File: config.mk
export PLATFORM = sky130hd
export DESIGN_NAME = temp_sampler
export DESIGN_NICKNAME = d
export VERILOG_FILES = /design/src/rtl/temp_sampler.sv
export SDC_FILE = /design/constraint.sdc
export NUM_CORES = 1
export LEC_CHECK = 0
export ABC_AREA = 0
export CAP_MARGIN = 20
export CORE_MARGIN = 1.5
export CORE_UTILIZATION = 65
export CTS_BUF_LIST = sky130_fd_sc_hd__clkbuf_8
export CTS_CLUSTER_SIZE = 16
export DETAILED_ROUTE_END_ITERATION = 8
export DONT_BUFFER_PORTS = 1
export GPL_ROUTABILITY_DRIVEN = 0
export GPL_TIMING_DRIVEN = 0
export PLACE_DENSITY = 0.83
export SLEW_MARGIN = 20
export SYNTH_ARGS = -nofsm -noshare
export SYNTH_HDL_FRONTEND = slang
export SYNTH_SLANG_ARGS = --single-unit
File: constraint.sdc
create_clock -name clk -period 2.3 [get_ports clk]
set_clock_uncertainty 0.05 [all_clocks]
set_input_delay 0.46 -clock clk [delete_from_list [all_inputs] [get_ports clk]]
set_output_delay 0.46 -clock clk [all_outputs]
set_load 0.01 [all_outputs]
File: src/rtl/temp_sampler.sv
// temp_sampler
//   Periodically reads a 16-bit read-only serial temperature sensor
//   (SPI-style, MSB first). Each frame becomes an unsigned 8-bit
//   whole-degree sample, published with a one-cycle strobe.
//
//   Optional feature macro: TEMP_SAMPLER_FRAME_CHECK_EN
//     defined   : frame bits [1:0] must read 2'b11. A mismatching frame
//                 pulses frame_err instead of publishing.
//     undefined : frame_err stays 0 and every frame publishes.
//
// Ports
//   clk           system clock
//   reset         asynchronous, active-high reset
//   enable        level, high = periodic sampling runs
//   sclk          sensor serial clock, idles low
//   cs_n          sensor chip select, active low, idles high
//   miso          sensor serial data
//   sample[7:0]   last converted temperature, unsigned degrees C
//   sample_valid  one-cycle strobe, sample is new this cycle
//   busy          high while cs_n is low
//   frame_err     one-cycle strobe on a bad frame (check build only)
//
// state    | meaning
// ---------+-----------------------------------------------------------
// IDLE     | not sampling; a high enable starts a frame on the next edge
// WAIT     | frame done, waiting for the sample period to elapse
// CS_SETUP | cs_n low, sclk low, for SCLK_DIV cycles before the first bit
// SHIFT    | 16 sclk periods; miso captured as sclk is driven high
// CS_HOLD  | cs_n low, sclk low, for SCLK_DIV cycles, then publish

module temp_sampler #(
  parameter int SAMPLE_PERIOD = 1000,
  parameter int SCLK_DIV      = 4,
  parameter int FRAME_BITS    = 16
) (
  input  logic       clk,
  input  logic       reset,
  input  logic       enable,
  output logic       sclk,
  output logic       cs_n,
  input  logic       miso,
  output logic [7:0] sample,
  output logic       sample_valid,
  output logic       busy,
  output logic       frame_err
);

  // A frame occupies 34*SCLK_DIV cycles; shorter periods could not fit one.
  localparam int PERIOD_MIN = 34 * SCLK_DIV + 2;
  localparam int PERIOD     = (SAMPLE_PERIOD < PERIOD_MIN) ? PERIOD_MIN : SAMPLE_PERIOD;
  localparam int CNT_W      = $clog2(PERIOD) + 1;
  localparam int DIV_W      = (SCLK_DIV > 1) ? $clog2(SCLK_DIV) : 1;
  localparam int BIT_W      = $clog2(FRAME_BITS);

  localparam logic [DIV_W-1:0] DIV_LOAD    = DIV_W'(SCLK_DIV - 1);
  localparam logic [CNT_W-1:0] PERIOD_LAST = CNT_W'(PERIOD - 1);
  localparam logic [BIT_W-1:0] BIT_LAST    = BIT_W'(FRAME_BITS - 1);

  localparam logic [2:0] IDLE     = 3'd0;
  localparam logic [2:0] WAIT     = 3'd1;
  localparam logic [2:0] CS_SETUP = 3'd2;
  localparam logic [2:0] SHIFT    = 3'd3;
  localparam logic [2:0] CS_HOLD  = 3'd4;

  logic [2:0]            state;
  logic [CNT_W-1:0]      period_cnt;
  logic [DIV_W-1:0]      div_cnt;
  logic [BIT_W-1:0]      bit_cnt;
  logic [FRAME_BITS-1:0] shift_reg;
  logic [7:0]            conv_value;
  logic                  frame_ok;

  // Bits [15:7] are a 9-bit two's-complement whole-degree value;
  // negative readings clamp to 0, fractional bits are dropped.
  always_comb begin
    conv_value = shift_reg[15] ? 8'd0 : shift_reg[14:7];
  end

`ifdef TEMP_SAMPLER_FRAME_CHECK_EN
  assign frame_ok = (shift_reg[1:0] == 2'b11);
`else
  assign frame_ok = 1'b1;
`endif

  assign busy = ~cs_n;

  always_ff @(posedge clk or posedge reset) begin
    if (reset) begin
      state        <= IDLE;
      period_cnt   <= '0;
      div_cnt      <= '0;
      bit_cnt      <= '0;
      shift_reg    <= '0;
      sclk         <= 1'b0;
      cs_n         <= 1'b1;
      sample       <= 8'd0;
      sample_valid <= 1'b0;
      frame_err    <= 1'b0;
    end else begin
      sample_valid <= 1'b0;
      frame_err    <= 1'b0;

      // Free-runs from each frame start; the frame-start branches below
      // override this with 0.
      if (state != IDLE) begin
        period_cnt <= period_cnt + CNT_W'(1);
      end

      case (state)
        IDLE: begin
          if (enable) begin
            state      <= CS_SETUP;
            cs_n       <= 1'b0;
            period_cnt <= '0;
            div_cnt    <= DIV_LOAD;
          end
        end

        WAIT: begin
          if (period_cnt == PERIOD_LAST) begin
            if (enable) begin
              state      <= CS_SETUP;
              cs_n       <= 1'b0;
              period_cnt <= '0;
              div_cnt    <= DIV_LOAD;
            end else begin
              state <= IDLE;
            end
          end
        end

        CS_SETUP: begin
          if (div_cnt == '0) begin
            state   <= SHIFT;
            div_cnt <= DIV_LOAD;
            bit_cnt <= '0;
          end else begin
            div_cnt <= div_cnt - DIV_W'(1);
          end
        end

        SHIFT: begin
          // sclk itself marks which half of the bit period we are in.
          if (div_cnt == '0) begin
            div_cnt <= DIV_LOAD;
            if (!sclk) begin
              sclk      <= 1'b1;
              shift_reg <= {shift_reg[FRAME_BITS-2:0], miso};
            end else begin
              sclk <= 1'b0;
              if (bit_cnt == BIT_LAST) begin
                state <= CS_HOLD;
              end else begin
                bit_cnt <= bit_cnt + BIT_W'(1);
              end
            end
          end else begin
            div_cnt <= div_cnt - DIV_W'(1);
          end
        end

        CS_HOLD: begin
          if (div_cnt == '0) begin
            state <= WAIT;
            cs_n  <= 1'b1;
            if (frame_ok) begin
              sample       <= conv_value;
              sample_valid <= 1'b1;
            end else begin
              frame_err <= 1'b1;
            end
          end else begin
            div_cnt <= div_cnt - DIV_W'(1);
          end
        end

        default: begin
          state <= IDLE;
          cs_n  <= 1'b1;
          sclk  <= 1'b0;
        end
      endcase
    end
  end

endmodule

After elaboration in Yosys (flattened, before gate mapping)

Index checks and enable logic that the tools add are counted.

Register bits: 47
Bits in latches: 0
Bits in writable memories: 0
Bits in read-only memories: 0
Input bits: 4
Output and inout bits: 13
Logic and storage cells: 78
Memories: 0

Add/sub/neg operators: 3
Multiply operators: 0
Div/mod/pow operators: 0
Magnitude comparators: 0
Equal/unequal tests: 15
Shift-type cells: 0
Mux-type cells: 33
Bitwise logic cells: 4
Reduce and logical (&&, ||, !) cells: 14

Operators by type and width:

| kind                                            | number |
|---|---|
| two-way mux 11 bit                              | 3 |
| one-hot mux 11 bit (2 select lines)             | 1 |
| two-way mux 3 bit                               | 7 |
| inequality test 2 bit, second input constant    | 9 |
| two-way mux 4 bit                               | 4 |
| one-hot mux 3 bit (5 select lines)              | 1 |
| adder 11 x 1 -> 11 bit, second input constant   | 1 |
| == test 11 x 10 -> 1 bit, second input constant | 1 |
| two-way mux 2 bit                               | 5 |
| AND reduction 3 bit                             | 3 |
| two-way mux 8 bit                               | 1 |
| one-hot mux 2 bit (4 select lines)              | 1 |
| one-hot mux 4 bit (2 select lines)              | 1 |
| two-way mux 1 bit                               | 7 |
| AND reduction 7 bit                             | 1 |
| == test 3 x 2 -> 1 bit, second input constant   | 2 |
| AND reduction 5 bit                             | 1 |
| adder 4 x 1 -> 4 bit, second input constant     | 1 |
| == test 4 bit, second input constant            | 1 |
| NOT 1 bit                                       | 4 |
| one-hot mux 1 bit (4 select lines)              | 1 |
| AND reduction 2 bit                             | 2 |
| nonzero test 4 bit                              | 1 |
| OR reduction 4 bit                              | 1 |
| 9 further kinds                                 | 9 |

Logic depth before layout (Yosys ltp)

Word-level depth: 5
Mapped depth: 8

Worst setup path before layout

Ideal clock, no wire load.

Path type: register to register
Start: register div_cnt[0]
End: register shift_reg[0]
Library setup time: 125 ps
Arrival time: 1,913 ps
Slack: 212 ps
Stages on the path, launching flop included: 8
Clock period less this slack: 2,088 ps
Cells stage by stage: dfrtp_1 inv_1 ha_1 buf_2 nand3b_1 nor3_2 buf_4 mux2_2

Cells in the longest elaborated chain, start to end: 2

RTL lines:

| item                                 | RTL line | RTL |
|---|---|---|
| from (decl)                          | 67       | `logic [DIV_W-1:0] div_cnt;` |
| from (signal assigned)               | 138      | `div_cnt <= div_cnt - DIV_W'(1);` |
| from (signal assigned)               | 158      | `div_cnt <= div_cnt - DIV_W'(1);` |
| from (signal assigned)               | 173      | `div_cnt <= div_cnt - DIV_W'(1);` |
| logical NOT 2 bit                    | 144      | `if (div_cnt == '0) begin` |
| AND reduction 3 bit (no source line) | n/a      |  |
| to (signal assigned)                 | 148      | `shift_reg <= {shift_reg[FRAME_BITS-2:0], miso};` |
| to (decl)                            | 69       | `logic [FRAME_BITS-1:0] shift_reg;` |

Every way passes these cells.
A chain may end at the register's enable or synchronous reset.

Final worst setup path

Start: register div_cnt[0]
End: register shift_reg[3]

Same word-level chain as after synthesis.

==> results.md <==
* Status: finished clean
* Post-synth EDFFs at 0
* DP Area at 2330 um2
* Data required time of the worst path at 2.43 ns
* First-pass GRT wire length at 6580 um
* Setup repair after global routing missed its margin: false
* Die X at 61.8 um
* Fraction of the mapped netlist area in adder cells at 0.0167
* Netlist Area Pre-Place at 2250 um2
* Layout cell share with drive strength beyond 1 at 0.206
* Min-delay worst type: in2async
* Max FO, Critical Path at 10
* Number of global-route vias before repair at 1,478
* Setup TNS at 0 ns
* Total chip power at 2850 uW
* Final instance area at 2500 um2
* Fin. max-slew vios at 0
* Drt pass-1 iters at 4
* P&R area growth vs syn at 11.0%
* Ant. Diodes at 0
* Tightest Pin Transition at 0.855 ns
* Largest family of logic cells by synthesized area: simple AND/OR/NAND/NOR gates
* RR Endpoint: shift_reg[3]
* Post-route ant nets at 0
* Leakage at 0.00113 uW
* Clock Latency Late Sink at 0.30 ns
* CTS Hold Buffers Added at 0
* Avg Cell Area, Syn at 10.6 um2
* Max FFs per register at 16
* Crit path from: div_cnt[0]
* Total global routing overflow at 0
* CTS buffer count at 5
* Clock slew at reported path FFs at 0.09 ns
* Die area at 3820 um2
* Seq/Total Area, Yosys at 0.524
* H-Tree Depth at 2
* Warnings, synthesis at 0
* Compound-Gate Fraction of Synth Area at 0.143
* Worst vdd ir at 0.759 mV
* Synth area leaders: dfrtp_1 (51%), mux2_2 (8.0%), o21ai_0 (5.3%)
* Maxcap violations at 0
* Core ar. at 3340 um2
* Minimum clock period after layout at 2.13 ns
* Cells after Synth at 213
* Final setup fails at 0
* Ys async rst share at 1.00
* Avg Vias per Cell at 5.99
* HPWL Detailed at 2970 um
* Worst Setup End Kind: flop
* Std-Cell Rows at 21
* Io pins at 17
* Initial Utilization at 0.674
* Yosys reg bits at 47
* Hold Violations, Final at 0
* Die Y-Extent at 61.8 um
* Filler cells at 232
* Final WL at 4230 um
* PortBufs at 0
* Reg2reg setup slack at 0.17 ns
* Critical setup path kind: reg2reg
* Clock buffer depth at 2
* # clock sinks at 47
* GRT Total Usage at 0.238
* Headroom to the max-slew limit at 0.426
* Wire length per cell at 15.4 um
* CP Launch Type: flop
* Largest net degree at the start of global routing at 28
* FF-to-FF Start: div_cnt[0]
* Post-synthesis net count at 220
* Initial antenna violation count at 0
* Most used DFF post-synth: dfrtp_1
* Arrival time of the worst setup path at 2.26 ns
* Root buf cell: clkbuf_8
* P per Cell Area at 1140 nW/um2
* Synth cell types at 45
* Post-synthesis mux area share at 0.0890
* FF-to-FF path depth at 7
* Post-Synth Simple-Gate Area at 0.173
* CTS tree: built
* Yosys top cell area share at 0.512
* F_max at 469 MHz
* Number of nets in the layout at 234
* Yosys top cell by area: dfrtp_1
* 1st-iter DRT viols at 138
* Routed via count at 1,642
* Post-synthesis xor/xnor area fraction at 0.0156
* Drt drc at 0
* Final Cycle Share at 0.928
[per-layer routing]
| metal | vias to the layer above | track usage | wire length, um | share of wire |
|---|---|---|---|---|
| met5 | - | 0 | 0 | 0 |
| met4 | 0 | 0.119 | 51 | 0.012 |
| met3 | 5 | 0.0435 | 176 | 0.042 |
| met2 | 44 | 0.388 | 2170 | 0.51 |
| met1 | 811 | 0.305 | 1830 | 0.43 |
| li1 | 782 | - | - | - |
[how the worst max path moves through the flow]
| stage | to | slack (ns) | depth (start not counted) |
|---|---|---|---|
| finish | shift_reg[3] | 0.17 | 7 |
| global route | shift_reg[3] | 0.008 | 7 |
| CTS | shift_reg[3] | 0.0008 | 7 |
| detailed placement | shift_reg[3] | -0.10 | 7 |
| global placement | shift_reg[2] | -0.05 | 7 |
| floorplan | shift_reg[0] | 0.21 | 7 |
[synth_stat cells, types with 2 or more instances]
cell / number
dfrtp_1: 46
o21ai_0: 24
nand2_1: 21
mux2_2: 16
nor2_1: 12
inv_1: 9
nand2b_1: 9
nand3_1: 9
a21oi_1: 6
clkbuf_1: 4
a211oi_1: 3
a22o_1: 3
a31o_2: 3
and3_1: 3
ha_1: 3
nand3b_1: 3
nor3_1: 3
nor4_1: 3
xnor2_1: 3
buf_4: 2
mux2i_1: 2
nand4_1: 2
nor3b_1: 2
[kinds of logic after synthesis]
| group | Yosys count |
|---|---|
| compound gates | 48 |
| fa+ha+maj | 3 |
| simple gates | 74 |
| mux | 18 |
| other cells | 1 |
| buf+inv | 18 |
| xor+xnor | 4 |
| flops | 47 |
[metrics by stage]
step	utilization	std cells	hold slack [ns]	worst slack, ns
6_report	0.748	274	0.00651	0.166
4_1_cts	0.732	268	0.0229	0.000839
5_1_grt	0.748	274	0.0362	0.00761
2_1_floorplan	-	213	0.415	0.212
3_5_place_dp	0.699	260	0.345	-0.104
3_3_place_gp	0.691	259	0.434	-0.0475
[where the power goes]
part	switching [uW]	internal (uW)
Sequential	228	1060
Combinational	546	474
Clock	269	273
[cells in the final DEF (no fill, tap or decap), types with 2 or more instances in the layout]
master,n
nand3_1,9
nand3b_1,3
nand4_1,2
ha_1,3
a21oi_1,6
inv_1,8
nor3_1,3
a31o_2,3
dfrtp_1,46
nand2b_1,9
nor2_1,12
o21ai_0,24
a22o_1,3
mux2_2,16
xnor2_1,3
nand2_1,21
nor3b_1,2
and3_1,3
mux2i_1,2
clkbuf_8,7
nor4_1,2
buf_4,8
a211oi_1,3
clkbuf_1,4
[layout make-up]
class / count / area [um2] / share of cell area
clock buffers: 7 / 96.3 / 0.0386
plain buffers: 9 / 51.3 / 0.0206
inverters: 9 / 33.8 / 0.0135
clock inverters: 1 / 7.51 / 0.00301
flip-flops and latches: 47 / 1180 / 0.472
well taps: 46 / 57.6 / 0.0231
multi-input cells: 148 / 1000 / 0.401
repair buffers: 7 / 72.6 / 0.0291
[critical path, cell delays in order, from the launching register on]
cell and delay, ns:
dfrtp_1 0.41, inv_1 0.08, ha_1 0.14, buf_2 0.20
nand3b_1 0.21, nor3_4 0.33, buf_4 0.24, mux2_2 0.35
[repair_timing]
action	4_1_cts	5_1_grt
pin swaps	0	2
setup buffers	0	6
setup endpoints to repair	9	10
cloned	0	0
gates resized for setup	1	1
No activity file was read; power rests on OpenSTA's default activity.
